File: config.mk
export PLATFORM = sky130hd
export DESIGN_NAME = dff_rr_arbiter
export DESIGN_NICKNAME = d
export VERILOG_FILES = /design/src/rtl/dff_rr_arbiter.sv
export SDC_FILE = /design/constraint.sdc
export NUM_CORES = 1
export LEC_CHECK = 0
export CAP_MARGIN = 20
export CORE_UTILIZATION = 39
export DETAILED_ROUTE_END_ITERATION = 7
export PLACE_DENSITY = 0.89
export SYNTH_ARGS = -nofsm -noshare
export SYNTH_HDL_FRONTEND = slang
export SYNTH_SLANG_ARGS = --single-unit
File: constraint.sdc
create_clock -name clk -period 1.9 [get_ports clk]
set_input_delay 0.38 -clock clk [delete_from_list [all_inputs] [get_ports clk]]
set_output_delay 0.38 -clock clk [all_outputs]
set_load 0.01 [all_outputs]
File: src/rtl/dff_rr_arbiter.sv
// Round-robin write arbiter for a shared WIDTH-bit register.
// One owner at a time, limited to MAX_HOLD consecutive grant cycles.
module dff_rr_arbiter #(
   parameter  int NREQ     = 4,
   parameter  int WIDTH    = 8,
   parameter  int MAX_HOLD = 4,
   localparam int OW       = (NREQ > 1) ? $clog2(NREQ) : 1
) (
   input  logic                  clk,
   input  logic                  rst_n,
   input  logic [NREQ-1:0]       req,
   input  logic [NREQ-1:0]       we,
   input  logic [NREQ*WIDTH-1:0] d,
   output logic [NREQ-1:0]       gnt,
   output logic [WIDTH-1:0]      q,
   output logic [OW-1:0]         owner,
   output logic                  busy,
   output logic                  timeout
);

   localparam int HW = (MAX_HOLD > 1) ? $clog2(MAX_HOLD) : 1;

   typedef enum logic {IDLE, GRANT} state_t;

   state_t          state, state_next;
   logic [OW-1:0]   ptr, ptr_next;
   logic [HW-1:0]   hold_cnt, hold_next;
   logic [NREQ-1:0] gnt_next;
   logic [WIDTH-1:0] q_next;
   logic [OW-1:0]   owner_next;
   logic            timeout_next;

   logic [OW-1:0]   sel;
   logic            sel_found;
   logic [OW-1:0]   after_owner;
   logic            at_limit;

   // Rotating-priority scan starting at ptr; the first requester found wins.
   always_comb begin
      sel       = ptr;
      sel_found = 1'b0;
      for (int k = 0; k < NREQ; k++) begin
         if (!sel_found && req[(int'(ptr) + k) % NREQ]) begin
            sel_found = 1'b1;
            sel       = OW'((int'(ptr) + k) % NREQ);
         end
      end
   end

   // Explicit wrap keeps ptr legal when NREQ is not a power of two.
   assign after_owner = (owner == OW'(NREQ - 1)) ? '0 : owner + 1'b1;
   assign at_limit    = (hold_cnt == HW'(MAX_HOLD - 1));

   // NOTE: every output of this block gets a default first, so no latch can be inferred.
   always_comb begin
      state_next   = state;
      ptr_next     = ptr;
      hold_next    = hold_cnt;
      gnt_next     = gnt;
      q_next       = q;
      owner_next   = owner;
      timeout_next = 1'b0;
      case (state)
         IDLE: begin
            if (sel_found) begin
               state_next = GRANT;
               gnt_next   = NREQ'(1) << sel;
               owner_next = sel;
               hold_next  = '0;
            end
         end
         GRANT: begin
            if (we[owner])
               q_next = d[int'(owner)*WIDTH +: WIDTH];
            if (!req[owner] || at_limit) begin
               state_next   = IDLE;
               gnt_next     = '0;
               ptr_next     = after_owner;
               timeout_next = at_limit && req[owner];
            end else begin
               hold_next = hold_cnt + 1'b1;
            end
         end
         default: state_next = IDLE;
      endcase
   end

   // NOTE: sequential state uses non-blocking assignments only; the comb block above uses blocking.
   always_ff @(posedge clk) begin
      if (!rst_n) begin
         state    <= IDLE;
         ptr      <= '0;
         hold_cnt <= '0;
         gnt      <= '0;
         q        <= '0;
         owner    <= '0;
         timeout  <= 1'b0;
      end else begin
         state    <= state_next;
         ptr      <= ptr_next;
         hold_cnt <= hold_next;
         gnt      <= gnt_next;
         q        <= q_next;
         owner    <= owner_next;
         timeout  <= timeout_next;
      end
   end

   assign busy = (state == GRANT);

endmodule

* After elaboration in Yosys (flattened, before gate mapping) *
Index checks and enable logic that the tools add are counted.

word-level totals
  flip-flop bits (word level) = 20
  input port bits = 42
  logic and storage cells = 78

operators by class
  add/sub/neg operators = 5
  $lt $le $gt $ge = 5
  equal/unequal tests = 5
  shift operators = 2
  mux-type cells = 32
  bitwise gates (word level) = 4
  reductions and logical operators = 18

operators by type and width
  kind                   count
  $shiftx A32 B6 Y8      1
  $mux W1                15
  $bmux W1 S2            6
  $lt A3 B4 Y1 const B   3
  $mux W2                6
  $reduce_and A2 Y1      5
  $mux W4                2
  $pmux W4 S2            1
  $add A2 B1 Y2 const B  3
  $lt A2 B3 Y1 const B   2
  $reduce_or A2 Y1       3
  $add A2 B2 Y2 const B  2
  $eq A2 B2 Y1 const B   2
  $logic_and A1 B1 Y1    4
  $logic_not A1 Y1       4
  $ne A2 B2 Y1 const B   2
  $pmux W2 S2            1
  $shl A1 B2 Y4 const A  1
  $and A1 B1 Y1 const A  3
  $reduce_and A3 Y1      1
  $ne A2 B1 Y1 const B   1
  $pmux W1 S2            1
  $logic_or A1 B1 Y1     1
  $not A1 Y1             1

* Logic depth before layout (Yosys ltp) *
Gate-level depths: netlist of run 1.

  word-level depth = 17
  depth in mapped cells = 6
  depth with buffers taken out = 6

* Least setup slack after synthesis of run 1 *
No wires, ideal clock.

  kind = register to register
  start point = register owner[0]
  end point = register gnt[3]
  setup time = 118 ps
  arrival = 1,498 ps
  required time = 1,782 ps
  slack = 284 ps
  cell stages (with the launch flop) = 6
  buffers on the path = 0
  path through = dfxtp_1 mux4_2 a21boi_4 nor2_2 a32oi_1 nor2b_1

between the ends
  longest elaborated chain between the ends = 6

RTL lines
  element                        RTL line  text
  from (decl)                    16        output logic [OW-1:0] owner,
  from (signal assigned)         104       owner <= owner_next;
  $bmux W1 S2                    75        if (!req[owner] || at_limit) begin
  $mux W1 (implied by the code)  75
  $logic_not A1 Y1               75
  $logic_or A1 B1 Y1             75
  $ne A2 B1 Y1 (no line)         n/a
  $reduce_and A2 Y1 (no line)    n/a
  to (signal assigned)           102       gnt <= gnt_next;
  to (decl)                      14        output logic [NREQ-1:0] gnt,

No other way between the ends. The select of a mux whose other input is x is not followed.
A chain may end at the register's enable or synchronous reset.

* Worst setup path in the final report of run 1 *
  start point = register owner[1]
  end point = output owner[1]

No word-level cell between the ends.

==> results of run 1 <==
## power groups by stage
stage	combinational [mW]	clock, mW	sequential, mW
finish	0.374	0.252	0.480
CTS	0.377	0.261	0.479
detailed placement	0.373	0	0.489
global route	0.400	0.279	0.485
floorplan	0.173	0	0.493
global placement	0.355	0	0.486
## metrics by stage
| stage | hold WS (ns) | worst slack, ns | util, % | cell area [µm²] | power, mW |
|---|---|---|---|---|---|
| floorplan | 0.451 | 0.284 | - | 1120 | 0.666 |
| global placement | 0.454 | -0.0871 | 64.5 | 1760 | 0.841 |
| detailed placement | 0.456 | -0.180 | 64.5 | 1760 | 0.862 |
| CTS | 0.474 | 0.0334 | 66.1 | 1810 | 1.12 |
| global route | 0.495 | 0.0676 | 66.2 | 1810 | 1.16 |
| finish | 0.471 | 0.107 | 66.2 | 1810 | 1.11 |
## worst reg2reg max path: cells and delay by family (launching register included)
family	cells	cell delay, ns
flip-flops	1	0.42
multiplexers	1	0.56
AND/OR/NAND/NOR	2	0.15
AO/OA/AOI/OAI	2	0.42
## worst paths after layout
check	from	end	depth (start not counted)
setup / recovery	owner[1]	owner[1]	1
hold / removal	gnt[0]	gnt[0]	2
setup reg to reg	owner[0]	gnt[3]	5
hold reg to reg	gnt[0]	gnt[0]	2
## layout make-up
| type | instances | area (µm²) | share of cell area, % |
|---|---|---|---|
| clock buffer | 4 | 36.3 | 2.00 |
| inverter | 1 | 3.75 | 0.207 |
| multi-input combinational | 81 | 698 | 38.6 |
| sequential | 20 | 404 | 22.3 |
| tap | 31 | 38.8 | 2.14 |
| timing repair buffer | 64 | 629 | 34.8 |
## cells by family after synthesis
kind of cell,Yosys count,synth area share [%]
compound gates,16,10.4
fa+ha+maj,2,2.23
buf+inv,5,1.90
flops,20,35.8
mux,20,29.1
simple gates,43,20.7
## state kept, by name, indices dropped and copies added (netlist names)
register  flops
owner         2
ptr           2
q             8
busy          1
gnt           4
timeout       1
hold_cnt      2
## cells in the mapped netlist
library cell	number
nand2_1	8
nand3_1	4
nor2_2	1
a2bb2oi_1	1
or3_1	1
a32oi_1	1
dfxtp_1	20
nand3b_1	2
o21ai_0	5
a21o_1	1
a21oi_1	2
mux2i_1	10
a21boi_4	1
o21a_1	1
clkbuf_1	2
nor3_1	1
inv_1	1
ha_1	2
or2_2	1
nor3b_1	1
nand4b_1	1
buf_2	2
a21boi_1	3
mux4_2	10
nor2_1	7
o31ai_1	1
nand2_2	1
nor2b_1	15
## routing by layer
metal / track usage [%] / part of all wire (%) / vias to the layer above
li1: - / - / 515
met1: 22.5 / 37 / 539
met2: 43.9 / 53 / 51
met3: 3.72 / 4.6 / 17
met4: 15.7 / 5.0 / 0
met5: 0 / 0 / -
## repair_timing
item / 4_1_cts / 5_1_grt
endpoints found under the hold margin: 0 / 0
gates resized for setup: 3 / 1
endpoints found under the setup margin: 1 / 1
hold buffers: 0 / 0
==> flow_metrics.env, run 1 <==
export IMPL_grt_start_max_net_pins=24
export IMPL_grt_usage_pct=23.1
export IMPL_insertion_delay_ns=0.31
export IMPL_ys_types=28
export IMPL_first_global_vias=1234
export IMPL_cts_path_max_buffers=2
export IMPL_core_mm2=0.00273
export IMPL_cts_max_level=1
export IMPL_setup_viol=0
export IMPL_drv_slew=0
export IMPL_fin_setup_tns_ns=0
export IMPL_p_int_mw=0.800
export IMPL_power_frac_seq_pct=43.4
export IMPL_grt_overflow=0
export IMPL_synth_nets=150
export IMPL_wirelength_um=3380
export IMPL_synth_top_area_cell="dfxtp_1"
export IMPL_status="finished clean"
export IMPL_postSynthCellCount=106
export IMPL_hp_class="flop to flop"
export IMPL_path_max_fanout=6
export IMPL_nFillCells=231
export IMPL_cts_inserted_buffers=3
export IMPL_first_pass_iters=4
export IMPL_gp_congestion=0.801
export IMPL_root_buffer="clkbuf_4"
export IMPL_reg2reg_slack_ns=0.27
export IMPL_die_height_um=55.6
export IMPL_p_switching_mw=0.306
export IMPL_syn2layout_area_growth_pct=61.7
export IMPL_layout_drive_gt1_share_pct=15.3
export IMPL_crit_type="flop to output port"
export IMPL_cts_tree="built"
export IMPL_placedCellCount=197
export IMPL_synth_avg_cell_area_um2=10.6
export IMPL_fmax_mhz=558
export IMPL_yosys_top_cells_area="dfxtp_1, mux4_2, mux2i_1, nor2b_1, nand2_1"
export IMPL_clk_pin_slew_worst_paths_ns=0.12
export IMPL_ys_warn_count=0
export IMPL_finalCriticalPeriod_ns=1.79
export IMPL_cp_slowest_cell="clkdlybuf4s50_1"
export IMPL_fin_cells=201
export IMPL_netlist_area_leader_share_pct=35.8
export IMPL_combinationalPowerShare_pct=33.8
export IMPL_avgViaCountPerCell=5.58
export IMPL_grt_pass1_wl_um=5490
export IMPL_path_buf_inv=1
export IMPL_seq_area_frac_synth_pct=35.8
export IMPL_endpoint_kind="output port"
export IMPL_critPathLaunchType="flop"
export IMPL_worstMarginPinSlew_ns=0.595
export IMPL_post_cts_setup_buffers=0
export IMPL_clock_sinks=20
export IMPL_num_vias=1122
export IMPL_antenna_found_initial=0
export IMPL_dieArea_mm2=0.00309
export IMPL_rsz0062_at_grt="false"
export IMPL_p_clk_share_pct=22.8
export IMPL_drc_errors=0
export IMPL_slew_headroom_pct=60.0
export IMPL_rows=19
export IMPL_ant_nets=0
export IMPL_slowest_delay_ns=0.60
export IMPL_total_leakage_power_nw=0.706
export IMPL_final_common_cell="clkdlybuf4s50_1"
export IMPL_antenna_cells=0
export IMPL_port_buffers=57
export IMPL_crit_chain="clkdlybuf4s50_1"
export IMPL_switching_share_pct=27.6
export IMPL_hold_viol_final=0
export IMPL_arrival_ns=1.41
export IMPL_syn_area_mm2=0.00112
export IMPL_die_w_um=55.6
export IMPL_fin_crit_sh_pct=94.4
export IMPL_first_iter_violations=29
export IMPL_peakVddDrop_uv=432
export IMPL_power_density_mw_per_mm2=611
export IMPL_ys_ff_latch=20
export IMPL_cap_violations=0
export IMPL_wl_per_cell_um=16.8
export IMPL_cp_top_family="buffers and inverters"
export IMPL_nets=215
export IMPL_start_util_pct=41.0
export IMPL_required_ns=1.52
export IMPL_post_dp_hpwl_um=2690
export IMPL_layout_common_cells="clkdlybuf4s50_1, dfxtp_1, nor2b_1"
export IMPL_ios=58
export IMPL_finClkSkew_ns=0.00968
Power figures use the tool's default switching activity.
==> inputs of run 2 (changes only) <==
- CAP_MARGIN: 20 -> unset
- HOLD_SLACK_MARGIN: unset -> 0.08
- PLACE_DENSITY: 0.89 -> 0.79
==> run 2 against run 1 <==
Net effect: utilization increased by 0.46 points; clock power about the same; largest power group unchanged; clock skew decreased by 0.0086 ns; sequential power about the same; total power decreased by 0.44%; combinational power about the same.
==> flow_metrics.env, run 2 (synthesized netlist as in run 1, its figures left out) <==
export IMPL_status="finished clean"
export IMPL_p_clk_share_pct=22.7
export IMPL_hold_viol_final=0
export IMPL_layout_drive_gt1_share_pct=16.2
export IMPL_cts_tree="built"
export IMPL_worstMarginPinSlew_ns=0.562
export IMPL_p_int_mw=0.805
export IMPL_arrival_ns=1.40
export IMPL_total_power_mw=1.10
export IMPL_finalCriticalPeriod_ns=1.78
export IMPL_wirelength_um=2950
export IMPL_finalWorstSetupSlack_ns=0.122
export IMPL_ant_nets=0
export IMPL_nets=218
export IMPL_largest_register="q"
export IMPL_first_iter_violations=41
export IMPL_core_mm2=0.00273
export IMPL_p_switching_mw=0.296
export IMPL_grt_usage_pct=20.8
export IMPL_start_util_pct=41.0
export IMPL_cap_violations=0
export IMPL_first_pass_iters=4
export IMPL_peakVddDrop_uv=690
export IMPL_dieArea_mm2=0.00309
export IMPL_nFillCells=215
export IMPL_slew_headroom_pct=62.2
export IMPL_clk_pin_slew_worst_paths_ns=0.11
export IMPL_cts_resized=0
export IMPL_rows=19
export IMPL_final_common_cell="clkdlybuf4s50_1"
export IMPL_insertion_delay_ns=0.31
export IMPL_port_buffers=57
export IMPL_cp_top_family="buffers and inverters"
export IMPL_die_height_um=55.6
export IMPL_total_leakage_power_nw=0.703
export IMPL_largest_reg_flops=8
export IMPL_num_vias=1053
export IMPL_cts_max_level=1
export IMPL_antenna_found_initial=0
export IMPL_place_ws_ns=-0.182
export IMPL_post_dp_hpwl_um=2410
export IMPL_ios=58
export IMPL_cts_path_max_buffers=2
export IMPL_grt_pass1_wl_um=5000
export IMPL_power_frac_seq_pct=43.5
export IMPL_root_buffer="clkbuf_4"
export IMPL_reg_top3="q x8, gnt x4"
export IMPL_die_w_um=55.6
export IMPL_required_ns=1.52
export IMPL_avgViaCountPerCell=5.16
export IMPL_cp_slowest_cell="clkdlybuf4s50_1"
export IMPL_fmax_mhz=563
export IMPL_path_buf_inv=1
export IMPL_fin_crit_sh_pct=93.6
export IMPL_crit_type="flop to output port"
export IMPL_drc_errors=0
export IMPL_wl_per_cell_um=14.4
export IMPL_clock_sinks=20
export IMPL_cts_hold_fix_buffers=0
export IMPL_multi_input_area_um2=698
export IMPL_final_seq_area_um2=400
export IMPL_finClkSkew_ns=0.00108
export IMPL_post_cts_setup_buffers=0
export IMPL_endpoint_kind="output port"
export IMPL_syn2layout_area_growth_pct=62.8
export IMPL_grt_overflow=0
export IMPL_combinationalPowerShare_pct=33.7
export IMPL_postLayoutCoreUtil_pct=66.7
export IMPL_cts_inserted_buffers=3
export IMPL_hp_class="flop to flop"
export IMPL_path_max_fanout=6
export IMPL_crit_chain="clkdlybuf4s50_1"
export IMPL_gp_congestion=0.776
export IMPL_antenna_cells=0
export IMPL_power_density_mw_per_mm2=604
export IMPL_fin_setup_tns_ns=0
export IMPL_setup_viol=0
export IMPL_switching_share_pct=26.9
export IMPL_hold_worst_slack_ns=0.472
export IMPL_first_global_vias=1101
export IMPL_rsz0062_at_grt="false"
export IMPL_slowest_delay_ns=0.59
export IMPL_layout_common_cells="clkdlybuf4s50_1, dfxtp_1, nor2b_1"
export IMPL_critPathLaunchType="flop"
export IMPL_drv_slew=0
export IMPL_grt_start_max_net_pins=13
==> run 2: area by class of cell <==
type / count / share of cell area (%)
clock buffers: 4 / 1.99
inverters: 1 / 0.206
multi-input cells: 81 / 38.3
flip-flops and latches: 20 / 22.0
well taps: 31 / 2.13
repair buffers: 67 / 35.4
==> run 2: final timing paths <==
kind	start	to	slack (ns)	cells past startpoint
max	owner[1]	owner[1]	0.12	1
min	gnt[1]	gnt[1]	0.47	2
max reg2reg	owner[0]	gnt[3]	0.15	5
min reg2reg	gnt[1]	gnt[1]	0.47	2
==> run 2: stage by stage <==
| step | area, µm² | cells |
|---|---|---|
| detailed placement | 1790 | 200 |
| global placement | 1790 | 200 |
| finish | 1820 | 204 |
| floorplan | 1120 | 106 |
| global route | 1820 | 204 |
| CTS | 1820 | 204 |
==> run 2: tightest hold or removal path, delay by kind of cell, from the launching register on <==
kind	cells	cell delay, ns
AO/OA/AOI/OAI	1	0.05
AND/OR/NAND/NOR	1	0.05
flip-flops	1	0.33
==> run 2: routing by layer <==
| metal | track usage (%) | vias up | part of all wire, % |
|---|---|---|---|
| met5 | 0 | - | 0 |
| met4 | 7.86 | 0 | 1.1 |
| met3 | 5.35 | 5 | 4.1 |
| met2 | 37.2 | 24 | 54 |
| met1 | 23.7 | 500 | 41 |
| li1 | - | 524 | - |
==> run 2: power by group through the flow <==
stage | combinational [mW] | sequential (mW) | clock, mW
floorplan | 0.173 | 0.493 | 0
global placement | 0.363 | 0.488 | 0
detailed placement | 0.372 | 0.489 | 0
CTS | 0.374 | 0.480 | 0.258
global route | 0.400 | 0.485 | 0.270
finish | 0.371 | 0.479 | 0.250
==> inputs of run 3 (changes only) <==
- CORE_UTILIZATION: 39 -> 41
- CTS_BUF_LIST: unset -> sky130_fd_sc_hd__clkbuf_2
- PLACE_DENSITY: 0.79 -> 0.83
==> run 3 against run 2 <==
Net effect: fmax fell by 0.53%; hold slack got worse by 0.0034 ns; combinational power barely moved; largest power group unchanged; wire length rose by 5.1%; final cell count fell by 2.5%.
==> flow_metrics.env, run 3 (synthesized netlist as in run 1, its figures left out) <==
export IMPL_p_clk_share_pct=17.2
export IMPL_dpl_cell_area_mm2=0.00176
export IMPL_fmax_mhz=560
export IMPL_place_ws_ns=-0.211
export IMPL_grt_usage_pct=23.1
export IMPL_slowest_delay_ns=0.59
export IMPL_wl_per_cell_um=15.6
export IMPL_post_cts_setup_buffers=0
export IMPL_fin_area_mm2=0.00177
export IMPL_final_common_cell="clkdlybuf4s50_1"
export IMPL_finalWorstSetupSlack_ns=0.113
export IMPL_crit_chain="clkdlybuf4s50_1"
export IMPL_cts_path_max_buffers=2
export IMPL_ios=58
export IMPL_peakVddDrop_uv=468
export IMPL_hp_class="flop to flop"
export IMPL_power_density_mw_per_mm2=578
export IMPL_crit_type="flop to output port"
export IMPL_layout_common_cells="clkdlybuf4s50_1, dfxtp_1, nor2b_1"
export IMPL_first_iter_violations=22
export IMPL_cts_inserted_buffers=3
export IMPL_finClkSkew_ns=0.0145
export IMPL_cts_resized=0
export IMPL_fin_crit_sh_pct=94.1
export IMPL_gp_congestion=0.930
export IMPL_switching_share_pct=29.0
export IMPL_finalCriticalPeriod_ns=1.79
export IMPL_arrival_ns=1.41
export IMPL_hold_viol_final=0
export IMPL_setup_viol=0
export IMPL_syn2layout_area_growth_pct=58.4
export IMPL_path_buf_inv=1
export IMPL_cap_violations=0
export IMPL_cp_num_cells=1
export IMPL_grt_start_max_net_pins=24
export IMPL_grt_overflow=0
export IMPL_nFillCells=214
export IMPL_num_vias=1077
export IMPL_avgViaCountPerCell=5.41
export IMPL_layout_drive_gt1_share_pct=13.6
export IMPL_status="finished clean"
export IMPL_dieArea_mm2=0.00294
export IMPL_start_util_pct=44.4
export IMPL_power_frac_seq_pct=46.6
export IMPL_root_buffer="clkbuf_2"
export IMPL_port_buffers=57
export IMPL_largest_reg_flops=8
export IMPL_clock_sinks=20
export IMPL_reg2reg_slack_ns=0.17
export IMPL_drv_slew=0
export IMPL_largest_register="q"
export IMPL_p_switching_mw=0.297
export IMPL_worstMarginPinSlew_ns=0.610
export IMPL_die_height_um=54.3
export IMPL_insertion_delay_ns=0.31
export IMPL_critPathLaunchType="flop"
export IMPL_rows=18
export IMPL_cp_slowest_cell="clkdlybuf4s50_1"
export IMPL_first_global_vias=1069
export IMPL_placedCellCount=195
export IMPL_antenna_cells=0
export IMPL_cp_top_family="buffers and inverters"
export IMPL_p_int_mw=0.727
export IMPL_die_w_um=54.3
export IMPL_path_max_fanout=6
export IMPL_nets=214
export IMPL_slew_headroom_pct=59.0
export IMPL_total_power_mw=1.02
export IMPL_first_pass_iters=4
export IMPL_worstRegToRegCells=5
export IMPL_drc_errors=0
export IMPL_required_ns=1.52
export IMPL_min_path_cells=2
export IMPL_ant_nets=0
export IMPL_core_mm2=0.00252
export IMPL_cts_max_level=1
export IMPL_antenna_found_initial=0
export IMPL_grt_pass1_wl_um=4830
export IMPL_total_leakage_power_nw=0.676
export IMPL_combinationalPowerShare_pct=36.2
export IMPL_cts_tree="built"
export IMPL_wirelength_um=3100
export IMPL_hold_worst_slack_ns=0.469
export IMPL_reg_top3="q x8, gnt x4"
export IMPL_rsz0062_at_grt="false"
export IMPL_cts_hold_fix_buffers=0
export IMPL_fin_cells=199
export IMPL_endpoint_kind="output port"
export IMPL_post_dp_hpwl_um=2490
export IMPL_clk_pin_slew_worst_paths_ns=0.20
## run 3: per-stage QoR
stage                     util (%)  setup TNS [ns]
after floorplan                  -               0
after global placement        69.6          -0.489
after detailed placement      69.6           -1.57
after CTS                     70.3               0
after global routing          70.3               0
final                         70.3               0
## run 3: final timing paths
check                           endpoint      from
worst min register to register    gnt[1]    gnt[1]
worst max register to register    gnt[3]  owner[0]
worst max-delay path                busy      busy
worst min-delay path              gnt[1]    gnt[1]
## run 3: cell type report
| type | instances | area, µm² | share of cell area, % |
|---|---|---|---|
| clock buffer | 3 | 15.0 | 0.846 |
| tap | 30 | 37.5 | 2.12 |
| timing repair buffer | 63 | 616 | 34.7 |
| clock inverter | 1 | 3.75 | 0.212 |
| multi-input combinational | 81 | 698 | 39.4 |
| inverter | 1 | 3.75 | 0.212 |
| sequential | 20 | 400 | 22.6 |
## run 3: worst min-delay path, stage by stage (launching register included)
cell,delay [ns]
dfxtp_1,0.35
nand2_1,0.05
a21boi_1,0.05
## run 3: power groups by stage
stage / registers (mW) / logic, mW / clock network (mW)
after floorplan: 0.493 / 0.173 / 0
after detailed placement: 0.487 / 0.372 / 0
final: 0.477 / 0.371 / 0.176
after CTS: 0.478 / 0.373 / 0.184
after global routing: 0.482 / 0.398 / 0.212
after global placement: 0.485 / 0.358 / 0
## run 3: routing by layer
layer	up-vias	GRT usage, %	wire (µm)
met3	6	5.83	235
met5	-	0	0
met2	50	43.9	1640
met1	505	26.6	1200
met4	0	2.14	23
li1	516	-	-
